**config.mk**
```make
export PLATFORM = sky130hd
export DESIGN_NAME = fft_r22sdf_frame_ctrl_flat
export DESIGN_NICKNAME = d
export VERILOG_FILES = /design/src/rtl/fft_r22sdf_frame_ctrl_if.sv /design/src/rtl/fft_r22sdf_frame_ctrl.sv /design/src/flat_wrapper.sv
export SDC_FILE = /design/constraint.sdc
export NUM_CORES = 1
export LEC_CHECK = 0
export ABC_AREA = 1
export CAP_MARGIN = 40
export CORE_UTILIZATION = 30
export CTS_CLUSTER_DIAMETER = 40
export DETAILED_ROUTE_END_ITERATION = 8
export MAX_ROUTING_LAYER = met4
export PLACE_DENSITY = 0.53
export SLEW_MARGIN = 20
export SYNTH_ARGS = -nofsm -noshare
export SYNTH_HDL_FRONTEND = slang
export SYNTH_SLANG_ARGS = --single-unit
export TNS_END_PERCENT = 5
```
**constraint.sdc**
```tcl
create_clock -name clk_i -period 5.1 [get_ports clk_i]
set_input_delay 1.02 -clock clk_i [delete_from_list [all_inputs] [get_ports clk_i]]
set_output_delay 1.02 -clock clk_i [all_outputs]
set_load 0.03 [all_outputs]
```
**src/rtl/fft_r22sdf_frame_ctrl_if.sv**
```systemverilog
// rtl/fft_r22sdf_frame_ctrl_if.sv - sample-in / bin-out streams around the FFT frame controller
interface fft_r22sdf_frame_ctrl_if #(
    parameter int INPUT_WIDTH  = 14,
    parameter int OUTPUT_WIDTH = 25,
    parameter int BIN_WIDTH    = 10
);
    logic                    s_valid_i;
    logic [INPUT_WIDTH-1:0]  s_re_i;
    logic [INPUT_WIDTH-1:0]  s_im_i;
    logic                    m_valid_o;
    logic                    m_first_o;
    logic                    m_last_o;
    logic [BIN_WIDTH-1:0]    m_bin_o;
    logic [OUTPUT_WIDTH-1:0] m_re_o;
    logic [OUTPUT_WIDTH-1:0] m_im_o;

    // slave: the controller; master: the sample source / bin sink
    modport slave (
        input  s_valid_i, s_re_i, s_im_i,
        output m_valid_o, m_first_o, m_last_o, m_bin_o, m_re_o, m_im_o
    );
    modport master (
        output s_valid_i, s_re_i, s_im_i,
        input  m_valid_o, m_first_o, m_last_o, m_bin_o, m_re_o, m_im_o
    );
endinterface

```
**src/rtl/fft_r22sdf_frame_ctrl.sv**
```systemverilog
// rtl/fft_r22sdf_frame_ctrl.sv - arms, feeds, drains and tags frames of a stall-free R2^2 SDF FFT core
module fft_r22sdf_frame_ctrl #(
    parameter int N               = 1024,
    parameter int INPUT_WIDTH     = 14,
    parameter int OUTPUT_WIDTH    = 25,
    parameter int FRAME_CNT_WIDTH = 16,
    parameter int RST_CYCLES      = 4,
    parameter int DRAIN_MAX       = 2 * N
) (
    input  logic                       clk_i,
    input  logic                       rst_i,
    input  logic                       start_i,
    input  logic                       stop_i,
    input  logic [FRAME_CNT_WIDTH-1:0] frames_i,
    fft_r22sdf_frame_ctrl_if.slave     st,
    output logic                       fft_rst_n_o,
    output logic [INPUT_WIDTH-1:0]     fft_re_o,
    output logic [INPUT_WIDTH-1:0]     fft_im_o,
    input  logic                       fft_sync_i,
    input  logic [$clog2(N)-1:0]       fft_ctr_i,
    input  logic [OUTPUT_WIDTH-1:0]    fft_re_i,
    input  logic [OUTPUT_WIDTH-1:0]    fft_im_i,
    output logic                       busy_o,
    output logic                       done_o,
    output logic                       gap_err_o,
    output logic                       timeout_err_o
);
    localparam int BW  = $clog2(N);
    localparam int FCW = FRAME_CNT_WIDTH;
    localparam int AW  = (RST_CYCLES > 1) ? $clog2(RST_CYCLES) : 1;
    localparam int WW  = (DRAIN_MAX > 1) ? $clog2(DRAIN_MAX) : 1;

    localparam logic [2:0] S_IDLE  = 3'd0;
    localparam logic [2:0] S_ARM   = 3'd1;
    localparam logic [2:0] S_WAIT  = 3'd2;
    localparam logic [2:0] S_RUN   = 3'd3;
    localparam logic [2:0] S_DRAIN = 3'd4;
    localparam logic [2:0] S_ABORT = 3'd5;

    logic [2:0]     state;
    logic [AW-1:0]  arm_cnt;
    logic [BW-1:0]  smp_cnt;
    logic [FCW-1:0] frames_q;
    logic [FCW-1:0] in_frames;
    logic [FCW-1:0] out_frames;
    logic [WW-1:0]  wd_cnt;
    logic           stop_seen;

    logic           finite;
    logic           final_frame;
    logic           smp_last;
    logic           gap;
    logic           wd_expired;
    logic           pending;
    logic           out_ok;
    logic [FCW-1:0] in_eff;

    // Outstanding frames are judged by a modular difference so the counters may wrap freely.
    always_comb begin
        finite      = (frames_q != '0);
        smp_last    = (smp_cnt == {BW{1'b1}});
        final_frame = finite ? ((in_frames + FCW'(1)) == frames_q) : (stop_seen | stop_i);
        in_eff      = (state == S_RUN) ? (in_frames + FCW'(1)) : in_frames;
        pending     = (in_eff != out_frames);
        gap         = (state == S_RUN) & ~st.s_valid_i;
        wd_expired  = (state == S_DRAIN) & pending & (wd_cnt == WW'(DRAIN_MAX - 1));
        out_ok      = fft_sync_i & ((state == S_RUN) | (state == S_DRAIN)) & pending
                    & ~gap & ~wd_expired;
    end

    assign busy_o = (state != S_IDLE);

    always_ff @(posedge clk_i or posedge rst_i) begin
        if (rst_i) begin
            state         <= S_IDLE;
            arm_cnt       <= '0;
            smp_cnt       <= '0;
            frames_q      <= '0;
            in_frames     <= '0;
            out_frames    <= '0;
            wd_cnt        <= '0;
            stop_seen     <= 1'b0;
            fft_rst_n_o   <= 1'b0;
            fft_re_o      <= '0;
            fft_im_o      <= '0;
            done_o        <= 1'b0;
            gap_err_o     <= 1'b0;
            timeout_err_o <= 1'b0;
            st.m_valid_o  <= 1'b0;
            st.m_first_o  <= 1'b0;
            st.m_last_o   <= 1'b0;
            st.m_bin_o    <= '0;
            st.m_re_o     <= '0;
            st.m_im_o     <= '0;
        end else begin
            done_o       <= 1'b0;
            fft_re_o     <= '0;
            fft_im_o     <= '0;
            st.m_valid_o <= out_ok;
            st.m_first_o <= out_ok & (fft_ctr_i == '0);
            st.m_last_o  <= out_ok & (fft_ctr_i == {BW{1'b1}});
            st.m_bin_o   <= fft_ctr_i;
            st.m_re_o    <= fft_re_i;
            st.m_im_o    <= fft_im_i;
            if (out_ok && (fft_ctr_i == {BW{1'b1}}))
                out_frames <= out_frames + FCW'(1);
            if (!finite && stop_i && ((state == S_WAIT) || (state == S_RUN)))
                stop_seen <= 1'b1;

            case (state)
                S_IDLE: begin
                    fft_rst_n_o <= 1'b0;
                    if (start_i) begin
                        frames_q      <= frames_i;
                        gap_err_o     <= 1'b0;
                        timeout_err_o <= 1'b0;
                        in_frames     <= '0;
                        out_frames    <= '0;
                        smp_cnt       <= '0;
                        arm_cnt       <= '0;
                        wd_cnt        <= '0;
                        stop_seen     <= 1'b0;
                        state         <= S_ARM;
                    end
                end
                S_ARM: begin
                    if (arm_cnt == AW'(RST_CYCLES - 1)) begin
                        fft_rst_n_o <= 1'b1;
                        state       <= S_WAIT;
                    end else begin
                        arm_cnt <= arm_cnt + AW'(1);
                    end
                end
                S_WAIT: begin
                    if (st.s_valid_i) begin
                        fft_re_o <= st.s_re_i;
                        fft_im_o <= st.s_im_i;
                        smp_cnt  <= BW'(1);
                        state    <= S_RUN;
                    end
                end
                S_RUN: begin
                    // The core has no valid input: any hole would corrupt every frame in flight.
                    if (gap) begin
                        gap_err_o   <= 1'b1;
                        fft_rst_n_o <= 1'b0;
                        state       <= S_ABORT;
                    end else begin
                        fft_re_o <= st.s_re_i;
                        fft_im_o <= st.s_im_i;
                        smp_cnt  <= smp_cnt + BW'(1);
                        if (smp_last) begin
                            in_frames <= in_frames + FCW'(1);
                            if (final_frame) begin
                                wd_cnt <= '0;
                                state  <= S_DRAIN;
                            end
                        end
                    end
                end
                S_DRAIN: begin
                    if (!pending) begin
                        done_o      <= 1'b1;
                        fft_rst_n_o <= 1'b0;
                        state       <= S_IDLE;
                    end else if (wd_expired) begin
                        timeout_err_o <= 1'b1;
                        fft_rst_n_o   <= 1'b0;
                        state         <= S_ABORT;
                    end else begin
                        wd_cnt <= wd_cnt + WW'(1);
                    end
                end
                S_ABORT: begin
                    fft_rst_n_o <= 1'b0;
                    state       <= S_IDLE;
                end
                default: state <= S_IDLE;
            endcase
        end
    end
endmodule

```
**src/flat_wrapper.sv**
```systemverilog
// flat-port wrapper written by rule: the top's interface ports become plain ports
module fft_r22sdf_frame_ctrl_flat 
#(
    parameter int N               = 1024,
    parameter int INPUT_WIDTH     = 14,
    parameter int OUTPUT_WIDTH    = 25,
    parameter int FRAME_CNT_WIDTH = 16,
    parameter int RST_CYCLES      = 4,
    parameter int DRAIN_MAX       = 2 * N
)
  (clk_i, rst_i, start_i, stop_i, frames_i, fft_rst_n_o, fft_re_o, fft_im_o, fft_sync_i, fft_ctr_i, fft_re_i, fft_im_i, busy_o, done_o, gap_err_o, timeout_err_o, st_s_valid_i, st_s_re_i, st_s_im_i, st_m_valid_o, st_m_first_o, st_m_last_o, st_m_bin_o, st_m_re_o, st_m_im_o);
  fft_r22sdf_frame_ctrl_if #(.INPUT_WIDTH(INPUT_WIDTH), .OUTPUT_WIDTH(OUTPUT_WIDTH), .BIN_WIDTH((4))) st_i ();
  input  logic clk_i;
  input  logic rst_i;
  input  logic start_i;
  input  logic stop_i;
  input  logic [FRAME_CNT_WIDTH-1:0] frames_i;
  output logic fft_rst_n_o;
  output logic [INPUT_WIDTH-1:0] fft_re_o;
  output logic [INPUT_WIDTH-1:0] fft_im_o;
  input  logic fft_sync_i;
  input  logic [$clog2(N)-1:0] fft_ctr_i;
  input  logic [OUTPUT_WIDTH-1:0] fft_re_i;
  input  logic [OUTPUT_WIDTH-1:0] fft_im_i;
  output logic busy_o;
  output logic done_o;
  output logic gap_err_o;
  output logic timeout_err_o;
  input wire logic [$bits(st_i.s_valid_i)-1:0] st_s_valid_i;
  input wire logic [$bits(st_i.s_re_i)-1:0] st_s_re_i;
  input wire logic [$bits(st_i.s_im_i)-1:0] st_s_im_i;
  output wire logic [$bits(st_i.m_valid_o)-1:0] st_m_valid_o;
  output wire logic [$bits(st_i.m_first_o)-1:0] st_m_first_o;
  output wire logic [$bits(st_i.m_last_o)-1:0] st_m_last_o;
  output wire logic [$bits(st_i.m_bin_o)-1:0] st_m_bin_o;
  output wire logic [$bits(st_i.m_re_o)-1:0] st_m_re_o;
  output wire logic [$bits(st_i.m_im_o)-1:0] st_m_im_o;
  assign st_i.s_valid_i = st_s_valid_i;
  assign st_i.s_re_i = st_s_re_i;
  assign st_i.s_im_i = st_s_im_i;
  assign st_m_valid_o = st_i.m_valid_o;
  assign st_m_first_o = st_i.m_first_o;
  assign st_m_last_o = st_i.m_last_o;
  assign st_m_bin_o = st_i.m_bin_o;
  assign st_m_re_o = st_i.m_re_o;
  assign st_m_im_o = st_i.m_im_o;
  fft_r22sdf_frame_ctrl #(.N(N), .INPUT_WIDTH(INPUT_WIDTH), .OUTPUT_WIDTH(OUTPUT_WIDTH), .FRAME_CNT_WIDTH(FRAME_CNT_WIDTH), .RST_CYCLES(RST_CYCLES), .DRAIN_MAX(DRAIN_MAX)) u_core (.clk_i(clk_i), .rst_i(rst_i), .start_i(start_i), .stop_i(stop_i), .frames_i(frames_i), .st(st_i), .fft_rst_n_o(fft_rst_n_o), .fft_re_o(fft_re_o), .fft_im_o(fft_im_o), .fft_sync_i(fft_sync_i), .fft_ctr_i(fft_ctr_i), .fft_re_i(fft_re_i), .fft_im_i(fft_im_i), .busy_o(busy_o), .done_o(done_o), .gap_err_o(gap_err_o), .timeout_err_o(timeout_err_o));
endmodule
```
# After elaboration in Yosys (flattened, before gate mapping)
# Index checks and enable logic that the tools add are counted.
dict set report word_totals {
  register_bits 164
  wordCells 143
  in_bits 110
  output_inout_bits 90
}
dict set report classes {
  n_reduce_logical 25
  bitwise_logic 14
  n_eq_ne 25
  addsub 5
  mux 54
}
# operator count
set ops {}
lappend ops {{two-way mux 16 bit} 7}
lappend ops {{two-way mux 11 bit} 6}
lappend ops {{two-way mux 14 bit} 4}
lappend ops {{one-hot mux 14 bit (2 select lines)} 2}
lappend ops {{one-hot mux 11 bit (3 select lines)} 1}
lappend ops {{adder 16 x 1 -> 16 bit (second input constant)} 2}
lappend ops {{one-hot mux 16 bit (2 select lines)} 1}
lappend ops {{two-way mux 10 bit} 3}
lappend ops {{one-hot mux 10 bit (3 select lines)} 1}
lappend ops {{two-way mux 3 bit} 8}
lappend ops {{== test 10 bit (second input constant)} 2}
lappend ops {{== test 16 bit} 1}
lappend ops {{inequality test 16 bit} 1}
lappend ops {{AND reduction 4 bit} 4}
lappend ops {{nonzero test 16 bit} 1}
lappend ops {{one-hot mux 3 bit (5 select lines)} 1}
lappend ops {{two-way mux 1 bit} 14}
lappend ops {{inequality test 2 x 1 -> 1 bit (second input constant)} 6}
lappend ops {{adder 11 x 1 -> 11 bit (second input constant)} 1}
lappend ops {{== test 11 bit (second input constant)} 1}
lappend ops {{adder 10 x 1 -> 10 bit (second input constant)} 1}
lappend ops {{zero test 10 bit} 1}
lappend ops {{inequality test 2 bit (second input constant)} 5}
lappend ops {{bitwise AND 1 bit} 9}
lappend ops {{other kinds (25)} 40}

# Longest topological paths before layout
# Gate-level depths: netlist (run 1).
dict set report depth {
  word_depth 11
  mapped_depth 20
  depth_no_buf 20
}

# Worst setup path after synthesis (run 1)
# Ideal clock, no wire load.
dict set report synth_timing {
  kind {flip-flop to flip-flop}
  startpoint {register u_core.state[2]}
  endpoint {register u_core.wd_cnt[7]}
  path_stages_with_launch 20
  n_path_buf 3
  setup_ns 0.123
  required_time_ns 4.977
  slack_ns 2.355
  arrival_ns 2.622
  synth_period_minus_slack_ns 2.745
  cell_sequence {dfrtp_1 inv_2 nand3_4 clkinv_2 buf_2 clkbuf_1 ha_1 xor2_1 nand4_1 nor2_1 nand2_1 nor2_2 nand3_2 nand3_4 nand2_2 inv_2 nand2_2 buf_6 nand2_2 o21ai_2}
}
dict set report synth_between {
  elab_chain_cells 7
  elab_cells_between_ends 17
  cone_classes {eq/ne: 9; mux: 2; bitwise: 3; reduce/logical: 3}
}
# item line
set synth_lines {}
lappend synth_lines {{start, declared} fft_r22sdf_frame_ctrl.sv:40} ;# logic [2:0] state;
lappend synth_lines {{start signal, assigned} fft_r22sdf_frame_ctrl.sv:75} ;# state <= S_IDLE;
lappend synth_lines {{start signal, assigned} fft_r22sdf_frame_ctrl.sv:123} ;# state <= S_ARM;
lappend synth_lines {{start signal, assigned} fft_r22sdf_frame_ctrl.sv:129} ;# state <= S_WAIT;
lappend synth_lines {{== test 3 x 2 -> 1 bit} {fft_r22sdf_frame_ctrl.sv:63, fft_r22sdf_frame_ctrl.sv:65, fft_r22sdf_frame_ctrl.sv:110}}
lappend synth_lines {{two-way mux 16 bit} fft_r22sdf_frame_ctrl.sv:63} ;# in_eff = (state == S_RUN) ? (in_frames + FCW'(1)) : in_frames;
lappend synth_lines {{inequality test 16 bit} fft_r22sdf_frame_ctrl.sv:64} ;# pending = (in_eff != out_frames);
lappend synth_lines {{bitwise AND 1 bit (2 in a row)} fft_r22sdf_frame_ctrl.sv:66} ;# wd_expired = (state == S_DRAIN) & pending & (wd_cnt == WW'(DRAIN_MAX - 1));
lappend synth_lines {{inequality test 2 bit (no line)} n/a}
lappend synth_lines {{AND reduction 7 bit (no line)} n/a}
lappend synth_lines {{end signal, assigned} fft_r22sdf_frame_ctrl.sv:171} ;# wd_cnt <= wd_cnt + WW'(1);
lappend synth_lines {{end, declared} fft_r22sdf_frame_ctrl.sv:46} ;# logic [WW-1:0] wd_cnt;
# Parallel ways exist; a longest one is shown, timed or not.
# A chain may end at the register's enable or synchronous reset.

# Worst setup path in the final report (run 1)
dict set report layout_timing {
  startpoint {register u_core.state[0]}
  endpoint {register u_core.wd_cnt[4]}
}
# The elaborated chain is that of the path after synthesis.

==> flow_summary.rst, run 1 <==
.. list-table::
   :header-rows: 1

   * - Metric
     - Value
   * - Post-route ant nets
     - 0
   * - Vias in the first global route
     - 6716
   * - Largest net degree at the start of global routing
     - 72
   * - Final Critical Period
     - between 3 and 4 ns
   * - Outcome
     - finished, final reports clean
   * - Initial cell density of the core
     - a little under a third
   * - Net Count, Synth
     - 1066
   * - Multi-input gate area in the final layout
     - 3090 µm²
   * - Die height
     - around 160 µm
   * - WP data arrival
     - 3.75 ns
   * - Count of input and output buffers
     - 199
   * - Max Root-Sink Buffers
     - 2
   * - Leakage component of the power
     - 5.07 nW
   * - I/O pin count
     - 200
   * - CTS clk-pin slew, worst paths
     - approximately 0.070 ns
   * - First-pass GRT wire length
     - 35.7 mm
   * - Reg-to-reg slack, setup
     - between 1.5 and 2 ns
   * - Drt pass-1 iters
     - 5
   * - Final Total Pwr
     - 0.00420 W
   * - Sequential share of the synthesized area
     - 52.4%
   * - Number of rows created at floorplan
     - 58
   * - Setup repair after global routing missed its margin
     - false
   * - DRC viols
     - 0
   * - Post-CTS Setup Bufs
     - 0
   * - Actual transition at the worst max-transition pin
     - between 0.6 and 0.7 ns
   * - Post-route fraction of the period consumed by the critical path
     - 67.6%
   * - Most frequent cells in the layout
     - sky130_fd_sc_hd__nand2_1 (248), sky130_fd_sc_hd__clkdlybuf4s50_1 (199), sky130_fd_sc_hd__dfrtp_1 (164), sky130_fd_sc_hd__inv_1 (131), sky130_fd_sc_hd__nor2_1 (108)
   * - Antenna violations before repair
     - 0
   * - Die width
     - ~160 µm
   * - Finish-stage setup viols
     - 0
   * - # H-tree levels
     - 4
   * - Layout Skew
     - 0.0111 ns
   * - Layout net count
     - approximately 1300
   * - FF/Latch Area
     - ~4000 µm²
   * - Fraction of final layout cells sized beyond drive strength 1
     - 8.95%
   * - Hold_buf cts
     - 0
   * - Highest clock rate
     - a little under 300 MHz
   * - Worst ir drop on vdd
     - 0.241 mV
   * - Filler cell count
     - ~2600
   * - Worst min-delay path class
     - reg -> reg
   * - TritonCTS Sinks
     - roughly 160
   * - Most frequent standard cell in the layout excluding fill and tap cells
     - sky130_fd_sc_hd__nand2_1
   * - Category of the critical setup timing path
     - reg -> reg
   * - Number of max-slew violations in the final report
     - 0
   * - TritonCTS clock tree
     - built
   * - Setup crit start kind
     - register
   * - Core area
     - 25400 µm²
   * - HPWL reported at the end of detailed placement
     - around 17 mm
   * - Final Hold Fails
     - 0
   * - Cell Pwr Density
     - 387 nW/µm²
   * - Share of synthesized flip-flops with an asynchronous set or reset
     - 100%
   * - Global placement routability congestion
     - 0.883
   * - Max-capacitance violation count
     - 0
   * - Synthesized cell area
     - 7830 µm²
   * - Flip-flop cell with the highest count after synthesis
     - sky130_fd_sc_hd__dfrtp_1
   * - Source-to-sink clock delay at the later pin of the worst-skew pair
     - 0.42 ns
   * - Cts repair resizes
     - 0
   * - Final setup slack of the worst path
     - 1.65 ns
   * - Vias after detailed routing
     - 6752
   * - Final routed wirelength across all metal layers
     - 22.2 mm
   * - Yosys reg bits
     - 164
   * - GRT Residual Overflow
     - 0
   * - Post-place setup slack
     - 1.54 ns
   * - Unique cell type count in the Yosys netlist
     - 37
   * - Clk Tree Root Cell
     - sky130_fd_sc_hd__clkbuf_16
   * - Num CTS Buffers
     - 17
   * - Syn avg cell area
     - 8.24 µm²
   * - Headroom to the max-slew limit
     - 59.4%
   * - DR WL/cell
     - 14.8 µm
   * - GRT Resource Usage Total
     - 18.1%
   * - Number of vias per cell
     - between 4 and 5
   * - Die Footprint
     - 26800 µm²
   * - Crit-path max FO
     - 24
   * - Detailed Route Iter0 Violations
     - 467
   * - CP Capture Type
     - register
   * - Instance count of the mapped netlist
     - 950
   * - Count of flip-flops with a built-in enable after synthesis
     - 0
   * - Count of warnings emitted by yosys
     - 0
   * - Required arrival time at the worst endpoint
     - 5.40 ns
   * - N_diodes
     - 0
   * - Post-route setup TNS
     - 0 ns
   * - Area growth from synthesis to final layout
     - 38.6%
[final timing paths]
check	to	start	cells past startpoint
max in group asynchronous	u_core.fft_im_o[9]	rst_i	4
min in group asynchronous	u_core.st.m_re_o[14]	rst_i	2
min	u_core.wd_cnt[10]	u_core.wd_cnt[10]	2
min reg2reg	u_core.wd_cnt[10]	u_core.wd_cnt[10]	2
max reg2reg	u_core.wd_cnt[4]	u_core.state[0]	18
max	u_core.wd_cnt[4]	u_core.state[0]	18
[where the power goes]
part           total (W)  internal, W  switching, W
registers        0.00155      0.00145      0.000103
logic            0.00134     0.000480      0.000865
clock network    0.00130     0.000673      0.000623
[through the flow]
step           instances  hold slack, ns  util (%)  cell area (µm²)
2_1_floorplan        950           0.461         -             7840
3_3_place_gp        1467           0.472      40.1            10200
3_5_place_dp        1470           0.475      40.3            10200
4_1_cts             1502           0.494      42.7            10800
5_1_grt             1503           0.535      42.7            10900
6_report            1503           0.493      42.7            10900
[area by class of cell]
cell class | count | share of cell area, %
flip-flops and latches | 164 | 37.8
multi-input cells | 630 | 28.5
repair buffers | 210 | 19.6
inverters | 137 | 4.78
clock buffers | 18 | 4.05
well taps | 330 | 3.80
clock inverters | 14 | 1.46
[state kept, by name, indices dropped and copies added (netlist names)]
name,cells
u_core.timeout_err_o,1
u_core.gap_err_o,1
u_core.out_frames,16
u_core.st.m_bin_o,4
u_core.in_frames,16
u_core.arm_cnt,2
u_core.fft_im_o,14
u_core.st.m_re_o,25
u_core.st.m_last_o,1
u_core.fft_re_o,14
u_core.fft_rst_n_o,1
u_core.st.m_valid_o,1
u_core.smp_cnt,10
u_core.done_o,1
u_core.wd_cnt,11
u_core.state,3
u_core.frames_q,16
u_core.st.m_im_o,25
u_core.stop_seen,1
u_core.st.m_first_o,1
[synth_stat cells (2+ instances only)]
library cell / instances / share of area [%]
sky130_fd_sc_hd__nor2_1: 109 / 5.2
sky130_fd_sc_hd__o21bai_1: 5 / 0.48
sky130_fd_sc_hd__nand4_1: 25 / 2.0
sky130_fd_sc_hd__dfrtp_1: 164 / 52
sky130_fd_sc_hd__buf_6: 6 / 0.86
sky130_fd_sc_hd__nor4_1: 9 / 0.72
sky130_fd_sc_hd__o211ai_1: 2 / 0.19
sky130_fd_sc_hd__o21ai_2: 11 / 1.2
sky130_fd_sc_hd__nand3_1: 74 / 4.7
sky130_fd_sc_hd__inv_2: 3 / 0.14
sky130_fd_sc_hd__nand3b_1: 6 / 0.58
sky130_fd_sc_hd__nand3_2: 10 / 1.3
sky130_fd_sc_hd__o21ai_0: 36 / 2.3
sky130_fd_sc_hd__xor2_1: 16 / 1.8
sky130_fd_sc_hd__nand2_1: 248 / 12
sky130_fd_sc_hd__ha_1: 6 / 0.96
sky130_fd_sc_hd__nor2_2: 6 / 0.48
sky130_fd_sc_hd__xnor2_1: 2 / 0.22
sky130_fd_sc_hd__or2_2: 5 / 0.40
sky130_fd_sc_hd__nor3_1: 8 / 0.51
sky130_fd_sc_hd__inv_1: 132 / 6.3
sky130_fd_sc_hd__clkbuf_1: 11 / 0.53
sky130_fd_sc_hd__nand3_4: 2 / 0.45
sky130_fd_sc_hd__o21ai_1: 4 / 0.26
sky130_fd_sc_hd__nand2_2: 16 / 1.3
sky130_fd_sc_hd__nor2_4: 5 / 0.72
sky130_fd_sc_hd__a21oi_1: 19 / 1.2
[logic make-up (layout without fill, tap and decap cells)]
| logic type | after synthesis | count (layout) | synth area share, % |
|---|---|---|---|
| AOI/OAI and AO/OA | 80 | 80 | 5.94 |
| DFF | 164 | 164 | 52.4 |
| xor gates and xnor gates | 18 | 18 | 2.01 |
| adders and majority gates | 6 | 6 | 0.959 |
| and+or+nand+nor | 526 | 526 | 30.5 |
| buffers and inverters | 156 | 379 | 8.13 |
[routing by layer]
| layer | global-route usage (%) | wire [µm] |
|---|---|---|
| met2 | 27.8 | 10200 |
| met1 | 22.8 | 9820 |
| met5 | - | 0 |
| met3 | 6.22 | 1980 |
| met4 | 4.21 | 193 |
[critical path, stage by stage (launching register included)]
cell	delay, ns
sky130_fd_sc_hd__dfrtp_1	0.51
sky130_fd_sc_hd__nand3_4	0.32
sky130_fd_sc_hd__clkinv_2	0.28
sky130_fd_sc_hd__buf_4	0.31
sky130_fd_sc_hd__nand3_1	0.20
sky130_fd_sc_hd__nand2_1	0.10
sky130_fd_sc_hd__nand2_1	0.05
sky130_fd_sc_hd__nand2_1	0.09
sky130_fd_sc_hd__nand2_1	0.06
sky130_fd_sc_hd__inv_1	0.05
sky130_fd_sc_hd__nand2_1	0.06
sky130_fd_sc_hd__nor2_2	0.15
sky130_fd_sc_hd__nand3_2	0.15
sky130_fd_sc_hd__nand3_4	0.24
sky130_fd_sc_hd__nand2_2	0.08
sky130_fd_sc_hd__inv_2	0.06
sky130_fd_sc_hd__nand2_2	0.34
sky130_fd_sc_hd__nand2_1	0.20
sky130_fd_sc_hd__o21ai_2	0.06
Note: power is estimated with default switching activity, not from simulation.
==> run 2, diff against run 1 <==
--- a/config.mk
+++ b/config.mk
@@ -11,7 +11,7 @@
 export CTS_CLUSTER_DIAMETER = 40
 export DETAILED_ROUTE_END_ITERATION = 8
 export MAX_ROUTING_LAYER = met4
-export PLACE_DENSITY = 0.53
+export PLACE_DENSITY = 0.51
 export SLEW_MARGIN = 20
 export SYNTH_ARGS = -nofsm -noshare
 export SYNTH_HDL_FRONTEND = slang
==> constraint.sdc (replaced) <==
create_clock -name clk_i -period 3.29 [get_ports clk_i]
set_input_delay 0.658 -clock clk_i [delete_from_list [all_inputs] [get_ports clk_i]]
set_output_delay 0.658 -clock clk_i [all_outputs]
set_load 0.03 [all_outputs]
==> flow_summary.rst, run 2 (synthesized netlist as in run 1, its figures left out) <==
.. list-table::
   :header-rows: 1

   * - Metric
     - Value
   * - Combinational fraction of design power
     - 32.1%
   * - Antenna violations before repair
     - 1
   * - CP Capture Type
     - register
   * - Slowest Stage Delay on Critical Path
     - 0.47 ns
   * - Post-CTS Setup Bufs
     - 0
   * - Number of max-slew violations in the final report
     - 0
   * - Required arrival time at the worst endpoint
     - roughly 3.6 ns
   * - Outcome
     - finished, final reports clean
   * - CTS clk-pin slew, worst paths
     - 0.08 ns
   * - Number of vias per cell
     - 4.49
   * - Max Root-Sink Buffers
     - 2
   * - Vias in the first global route
     - 6860
   * - Hold_buf cts
     - 0
   * - HPWL reported at the end of detailed placement
     - 17.7 mm
   * - Most frequent standard cell in the layout excluding fill and tap cells
     - sky130_fd_sc_hd__nand2_1
   * - Vias after detailed routing
     - 6795
   * - Clk Tree Root Cell
     - sky130_fd_sc_hd__clkbuf_16
   * - Die height
     - 164 µm
   * - Finish-stage setup viols
     - 0
   * - Detailed Route Iter0 Violations
     - roughly 380
   * - Cell family with most CP delay
     - simple AND/OR/NAND/NOR gates
   * - Die width
     - between 150 and 200 µm
   * - Die Footprint
     - about 27000 µm²
   * - First-pass GRT wire length
     - ~36 mm
   * - Most frequent cells in the layout
     - sky130_fd_sc_hd__nand2_1 (248), sky130_fd_sc_hd__clkdlybuf4s50_1 (199), sky130_fd_sc_hd__dfrtp_1 (164), sky130_fd_sc_hd__inv_1 (131), sky130_fd_sc_hd__nor2_1 (108)
   * - WP buf/inv
     - 3
   * - GRT Resource Usage Total
     - a little under a fifth
   * - Layout net count
     - 1284
   * - Fraction of final layout cells sized beyond drive strength 1
     - about a tenth
   * - Final setup slack of the worst path
     - 0.463 ns
   * - Setup crit start kind
     - register
   * - Final Hold Fails
     - 0
   * - Core area
     - around 25000 µm²
   * - Crit-path max FO
     - 22
   * - Leakage component of the power
     - a little over 5 nW
   * - Max-capacitance violation count
     - 0
   * - Sw Pwr
     - 0.00252 W
   * - Post-route fraction of the period consumed by the critical path
     - 85.9%
   * - Initial cell density of the core
     - about 31%
   * - Headroom to the max-slew limit
     - 58.9%
   * - Post-route setup TNS
     - 0 ns
   * - Reg power frac
     - 36.6%
   * - Final routed wirelength across all metal layers
     - 22.8 mm
   * - TritonCTS Sinks
     - 164
   * - Top Registers
     - u_core.st.m_im_o: 25 flops, u_core.st.m_re_o: 25 flops
   * - Worst min-delay path class
     - reg -> reg
   * - Post-place setup slack
     - about 0.37 ns
   * - Area growth from synthesis to final layout
     - 39.3%
   * - Actual transition at the worst max-transition pin
     - just over 0.6 ns
   * - # H-tree levels
     - 4
   * - Largest net degree at the start of global routing
     - 35
   * - Highest clock rate
     - between 300 and 400 MHz
   * - Clock network fraction of design power
     - 31.3%
   * - DRC viols
     - 0
   * - Post-route ant nets
     - 0
   * - GRT Residual Overflow
     - 0
   * - TritonCTS clock tree
     - built
   * - I/O pin count
     - 200
   * - Source-to-sink clock delay at the later pin of the worst-skew pair
     - 0.44 ns
   * - Count of input and output buffers
     - 199
   * - Final Critical Period
     - 2.83 ns
   * - WP data arrival
     - 3.14 ns
   * - Internal Pwr Total
     - 0.00406 W
   * - Setup repair after global routing missed its margin
     - false
   * - Category of the critical setup timing path
     - reg -> reg
   * - Final Total Pwr
     - roughly 0.0066 W
   * - DR WL/cell
     - 15.1 µm
   * - Drt pass-1 iters
     - 5
   * - Sw Share
     - 38.3%
   * - Cts repair resizes
     - 0
   * - Number of rows created at floorplan
     - 58
   * - Worst hold slack
     - 0.496 ns
   * - Layout Skew
     - 0.0148 ns
   * - Num CTS Buffers
     - 17
   * - Cell Pwr Density
     - roughly 600 nW/µm²
   * - Worst ir drop on vdd
     - about 0.29 mV
   * - CP max-delay cell
     - sky130_fd_sc_hd__dfrtp_1
   * - Worst path cell trace
     - nand3_4 > clkinv_2 > ha_1 > xor2_1 > nand4_1 > nor2_1 > nand2_1 > nor2_2 > nand3_2 > nand3_4 > nand2_2 > inv_2 > nand2_2 > buf_4 > nand2_1 > o21ai_2
   * - Global placement routability congestion
     - 0.863
-- run 2: cell types whose count changed in the layout (fill, tap and decap cells not counted), sizes merged --
cell,delta
inv,+1
clkbuf,-1
buf,+9
clkinvlp,-1
diode,+1
-- run 2: layer usage --
metal / share of wire, % / track usage (%)
met2: 47 / 29.6
met5: 0 / -
met4: 1.5 / 5.93
met1: 43 / 21.7
met3: 8.9 / 6.88
-- run 2: tightest hold or removal path, stage by stage, from the launching register on --
cell and delay, ns:
sky130_fd_sc_hd__dfrtp_1 0.37, sky130_fd_sc_hd__nand2_2 0.06, sky130_fd_sc_hd__o21ai_2 0.04
-- run 2: power by group through the flow --
stage | logic, W | registers [W] | clock network [W]
4_1_cts | 0.00214 | 0.00241 | 0.00213
3_5_place_dp | 0.00213 | 0.00245 | 0
5_1_grt | 0.00237 | 0.00244 | 0.00220
6_report | 0.00211 | 0.00241 | 0.00206
2_1_floorplan | 0.00120 | 0.00261 | 0
3_3_place_gp | 0.00212 | 0.00245 | 0
-- run 2: worst paths after layout --
kind / from / end / slack (ns) / depth (start not counted)
max: u_core.state[0] / u_core.wd_cnt[5] / 0.46 / 16
min: u_core.wd_cnt[10] / u_core.wd_cnt[10] / 0.50 / 2
max reg2reg: u_core.state[0] / u_core.wd_cnt[5] / 0.46 / 16
min reg2reg: u_core.wd_cnt[10] / u_core.wd_cnt[10] / 0.50 / 2
max in group asynchronous: rst_i / u_core.in_frames[15] / 1.84 / 4
min in group asynchronous: rst_i / u_core.st.m_re_o[24] / 0.60 / 2
-- run 2: cell type report --
cell class,count,area [µm²]
Multi-Input combinational cell,630,3090
Inverter,137,519
Antenna cell,1,2.50
Timing Repair Buffer,218,2160
Clock inverter,14,180
Clock buffer,18,439
Tap cell,330,413
Fill cell,2565,14500
Sequential cell,164,4100
-- run 2: metrics by stage --
stage                     std cells  area [µm²]  utilization, %
after global routing           1512       10900            43.0
after CTS                      1511       10900            42.9
final                          1512       10900            43.0
after global placement         1479       10300            40.5
after detailed placement       1479       10300            40.5
after floorplan                 950        7840               -
==> run 3, diff against run 2 <==
--- a/config.mk
+++ b/config.mk
@@ -6,6 +6,7 @@
 export NUM_CORES = 1
 export LEC_CHECK = 0
 export ABC_AREA = 1
+export ABC_CLOCK_PERIOD_IN_PS = 3390
 export CAP_MARGIN = 40
 export CORE_UTILIZATION = 30
 export CTS_CLUSTER_DIAMETER = 40
==> constraint.sdc (replaced) <==
create_clock -name clk_i -period 3.39 [get_ports clk_i]
set_input_delay 0.678 -clock clk_i [delete_from_list [all_inputs] [get_ports clk_i]]
set_output_delay 0.678 -clock clk_i [all_outputs]
set_load 0.03 [all_outputs]
==> flow_summary.rst, run 3 (synthesized netlist as in run 1, its figures left out) <==
.. list-table::
   :header-rows: 1

   * - Metric
     - Value
   * - Outcome
     - finished, final reports clean
   * - Detailed Route Iter0 Violations
     - ~440
   * - HPWL reported at the end of detailed placement
     - 17.4 mm
   * - Antenna violations before repair
     - 1
   * - Final Hold Fails
     - 0
   * - Most frequent cells in the layout
     - sky130_fd_sc_hd__nand2_1 (248), sky130_fd_sc_hd__clkdlybuf4s50_1 (199), sky130_fd_sc_hd__dfrtp_1 (164), sky130_fd_sc_hd__inv_1 (131), sky130_fd_sc_hd__nor2_1 (108)
   * - Filler cell count
     - 2573
   * - Layout net count
     - 1282
   * - Worst ir drop on vdd
     - ~0.30 mV
   * - Cell Pwr Density
     - around 580 nW/µm²
   * - Number of rows created at floorplan
     - 58
   * - End of the worst register-to-register path
     - u_core.wd_cnt[5]
   * - TritonCTS clock tree
     - built
   * - Post-route setup TNS
     - 0 ns
   * - Drt pass-1 iters
     - 5
   * - Vias in the first global route
     - 6941
   * - Final core utilization
     - 42.8%
   * - Die width
     - between 150 and 200 µm
   * - GRT Residual Overflow
     - 0
   * - DR WL/cell
     - 15.1 µm
   * - Count of input and output buffers
     - 199
   * - CTS clk-pin slew, worst paths
     - 0.07 ns
   * - Setup crit start kind
     - register
   * - Non-filler instance count after layout
     - 1510
   * - Actual transition at the worst max-transition pin
     - 0.602 ns
   * - Die Footprint
     - 26800 µm²
   * - Layout Skew
     - 0.0128 ns
   * - Highest clock rate
     - roughly 360 MHz
   * - DRC viols
     - 0
   * - Fraction of final layout cells sized beyond drive strength 1
     - 9.41%
   * - First-pass GRT wire length
     - 36.6 mm
   * - Number of max-slew violations in the final report
     - 0
   * - Worst reg2reg path startpoint
     - u_core.in_frames[1]
   * - Capture point of the critical path
     - u_core.wd_cnt[5]
   * - CP startpoint
     - u_core.in_frames[1]
   * - # H-tree levels
     - 4
   * - Post-route ant nets
     - 0
   * - Final Total Pwr
     - roughly 0.0063 W
   * - I/O pin count
     - 200
   * - GRT Resource Usage Total
     - 18.6%
   * - Cell depth of the worst flop-to-flop path
     - 19
   * - Core area
     - 25400 µm²
   * - Vias after detailed routing
     - 6808
   * - Cts repair resizes
     - 0
   * - Placed cell areas
     - 10300 µm²
   * - Required arrival time at the worst endpoint
     - between 3 and 4 ns
   * - Num CTS Buffers
     - 17
   * - Final Critical Period
     - 2.77 ns
   * - Top Registers
     - u_core.st.m_im_o: 25 flops, u_core.st.m_re_o: 25 flops
   * - Initial cell density of the core
     - between 30% and 40%
   * - Worst min-delay path class
     - reg -> reg
   * - Headroom to the max-slew limit
     - 59.8%
   * - TritonCTS Sinks
     - ~160
   * - Post-route fraction of the period consumed by the critical path
     - 81.7%
   * - Area growth from synthesis to final layout
     - 38.9%
   * - Crit-path max FO
     - 22
   * - Post-route cell area
     - 10900 µm²
   * - Setup repair after global routing missed its margin
     - false
   * - Global placement routability congestion
     - 0.897
   * - Clk Tree Root Cell
     - sky130_fd_sc_hd__clkbuf_16
   * - Category of the critical setup timing path
     - reg -> reg
   * - Final routed wirelength across all metal layers
     - around 23 mm
   * - Finish-stage setup viols
     - 0
   * - WP data arrival
     - 3.08 ns
   * - Number of vias per cell
     - 4.51
   * - Max-capacitance violation count
     - 0
   * - Max Root-Sink Buffers
     - 2
   * - Leakage component of the power
     - 5.09 nW
   * - Post-CTS Setup Bufs
     - 0
   * - Reg-to-reg slack, setup
     - 0.62 ns
   * - Hold_buf cts
     - 0
   * - Cell total after placement
     - 1477
   * - Largest net degree at the start of global routing
     - 40
   * - CP Capture Type
     - register
   * - Most frequent standard cell in the layout excluding fill and tap cells
     - sky130_fd_sc_hd__nand2_1
   * - Die height
     - 164 µm
   * - Source-to-sink clock delay at the later pin of the worst-skew pair
     - 0.43 ns
run 3: cell types whose count changed in the layout (fill, tap and decap cells not counted), moves of 2 or more:
cell                       delta
sky130_fd_sc_hd__inv_6        -2
sky130_fd_sc_hd__clkinv_4     +4
sky130_fd_sc_hd__buf_4        -3
sky130_fd_sc_hd__clkinv_8     -4
sky130_fd_sc_hd__inv_8        +3
run 3: critical path: stages, from the launching register on:
cell                      delay, ns
sky130_fd_sc_hd__dfrtp_1       0.44
sky130_fd_sc_hd__ha_1          0.23
sky130_fd_sc_hd__nand2_1       0.13
sky130_fd_sc_hd__nor2_4        0.22
sky130_fd_sc_hd__nand2_1       0.08
sky130_fd_sc_hd__nand2_1       0.08
sky130_fd_sc_hd__nand3_1       0.11
sky130_fd_sc_hd__nand3_1       0.10
sky130_fd_sc_hd__nand2_1       0.07
sky130_fd_sc_hd__nor2_1        0.08
sky130_fd_sc_hd__nand2_1       0.06
sky130_fd_sc_hd__nor2_2        0.11
sky130_fd_sc_hd__nand3_2       0.14
sky130_fd_sc_hd__nand3_4       0.22
sky130_fd_sc_hd__nand2_2       0.08
sky130_fd_sc_hd__inv_2         0.06
sky130_fd_sc_hd__nand2_2       0.04
sky130_fd_sc_hd__buf_4         0.23
sky130_fd_sc_hd__nand2_1       0.11
sky130_fd_sc_hd__o21ai_2       0.05
run 3: how the worst min path moves through the flow:
stage	start	slack, ns	cells after the start	end
floorplan	u_core.wd_cnt[10]	0.46	2	u_core.wd_cnt[10]
global placement	u_core.wd_cnt[10]	0.48	2	u_core.wd_cnt[10]
detailed placement	u_core.gap_err_o	0.48	2	u_core.gap_err_o
CTS	u_core.wd_cnt[10]	0.50	2	u_core.wd_cnt[10]
global route	u_core.gap_err_o	0.52	2	u_core.gap_err_o
finish	u_core.gap_err_o	0.49	2	u_core.gap_err_o
run 3: metal layers:
| metal | track usage [%] | wire length [µm] | share of wire (%) |
|---|---|---|---|
| met1 | 22.0 | 9910 | 43 |
| met3 | 6.68 | 1980 | 8.7 |
| met2 | 29.7 | 10600 | 46 |
| met4 | 4.92 | 317 | 1.4 |
| met5 | - | 0 | 0 |
run 3: area by class of cell:
cell class	count	area, µm²	area share [%]
clock inverter	14	150	1.38
antenna	1	2.50	0.0230
timing repair buffer	216	2160	19.8
clock buffer	18	439	4.04
multi-input combinational	630	3090	28.4
tap	330	413	3.80
inverter	137	519	4.77
sequential	164	4100	37.7
run 3: through the flow:
| step | hold slack [ns] | setup slack [ns] |
|---|---|---|
| CTS | 0.499 | 0.615 |
| floorplan | 0.461 | 0.627 |
| global placement | 0.476 | 0.450 |
| global route | 0.516 | 0.259 |
| finish | 0.490 | 0.621 |
| detailed placement | 0.478 | 0.415 |
run 3: report_power, final:
| group | leakage [nW] | internal, W | switching, W |
|---|---|---|---|
| sequential | 2.12 | 0.00218 | 0.000163 |
| clock | 0.291 | 0.00101 | 0.000950 |
| combinational | 2.67 | 0.000727 | 0.00131 |
| total | 5.09 | 0.00392 | 0.00243 |
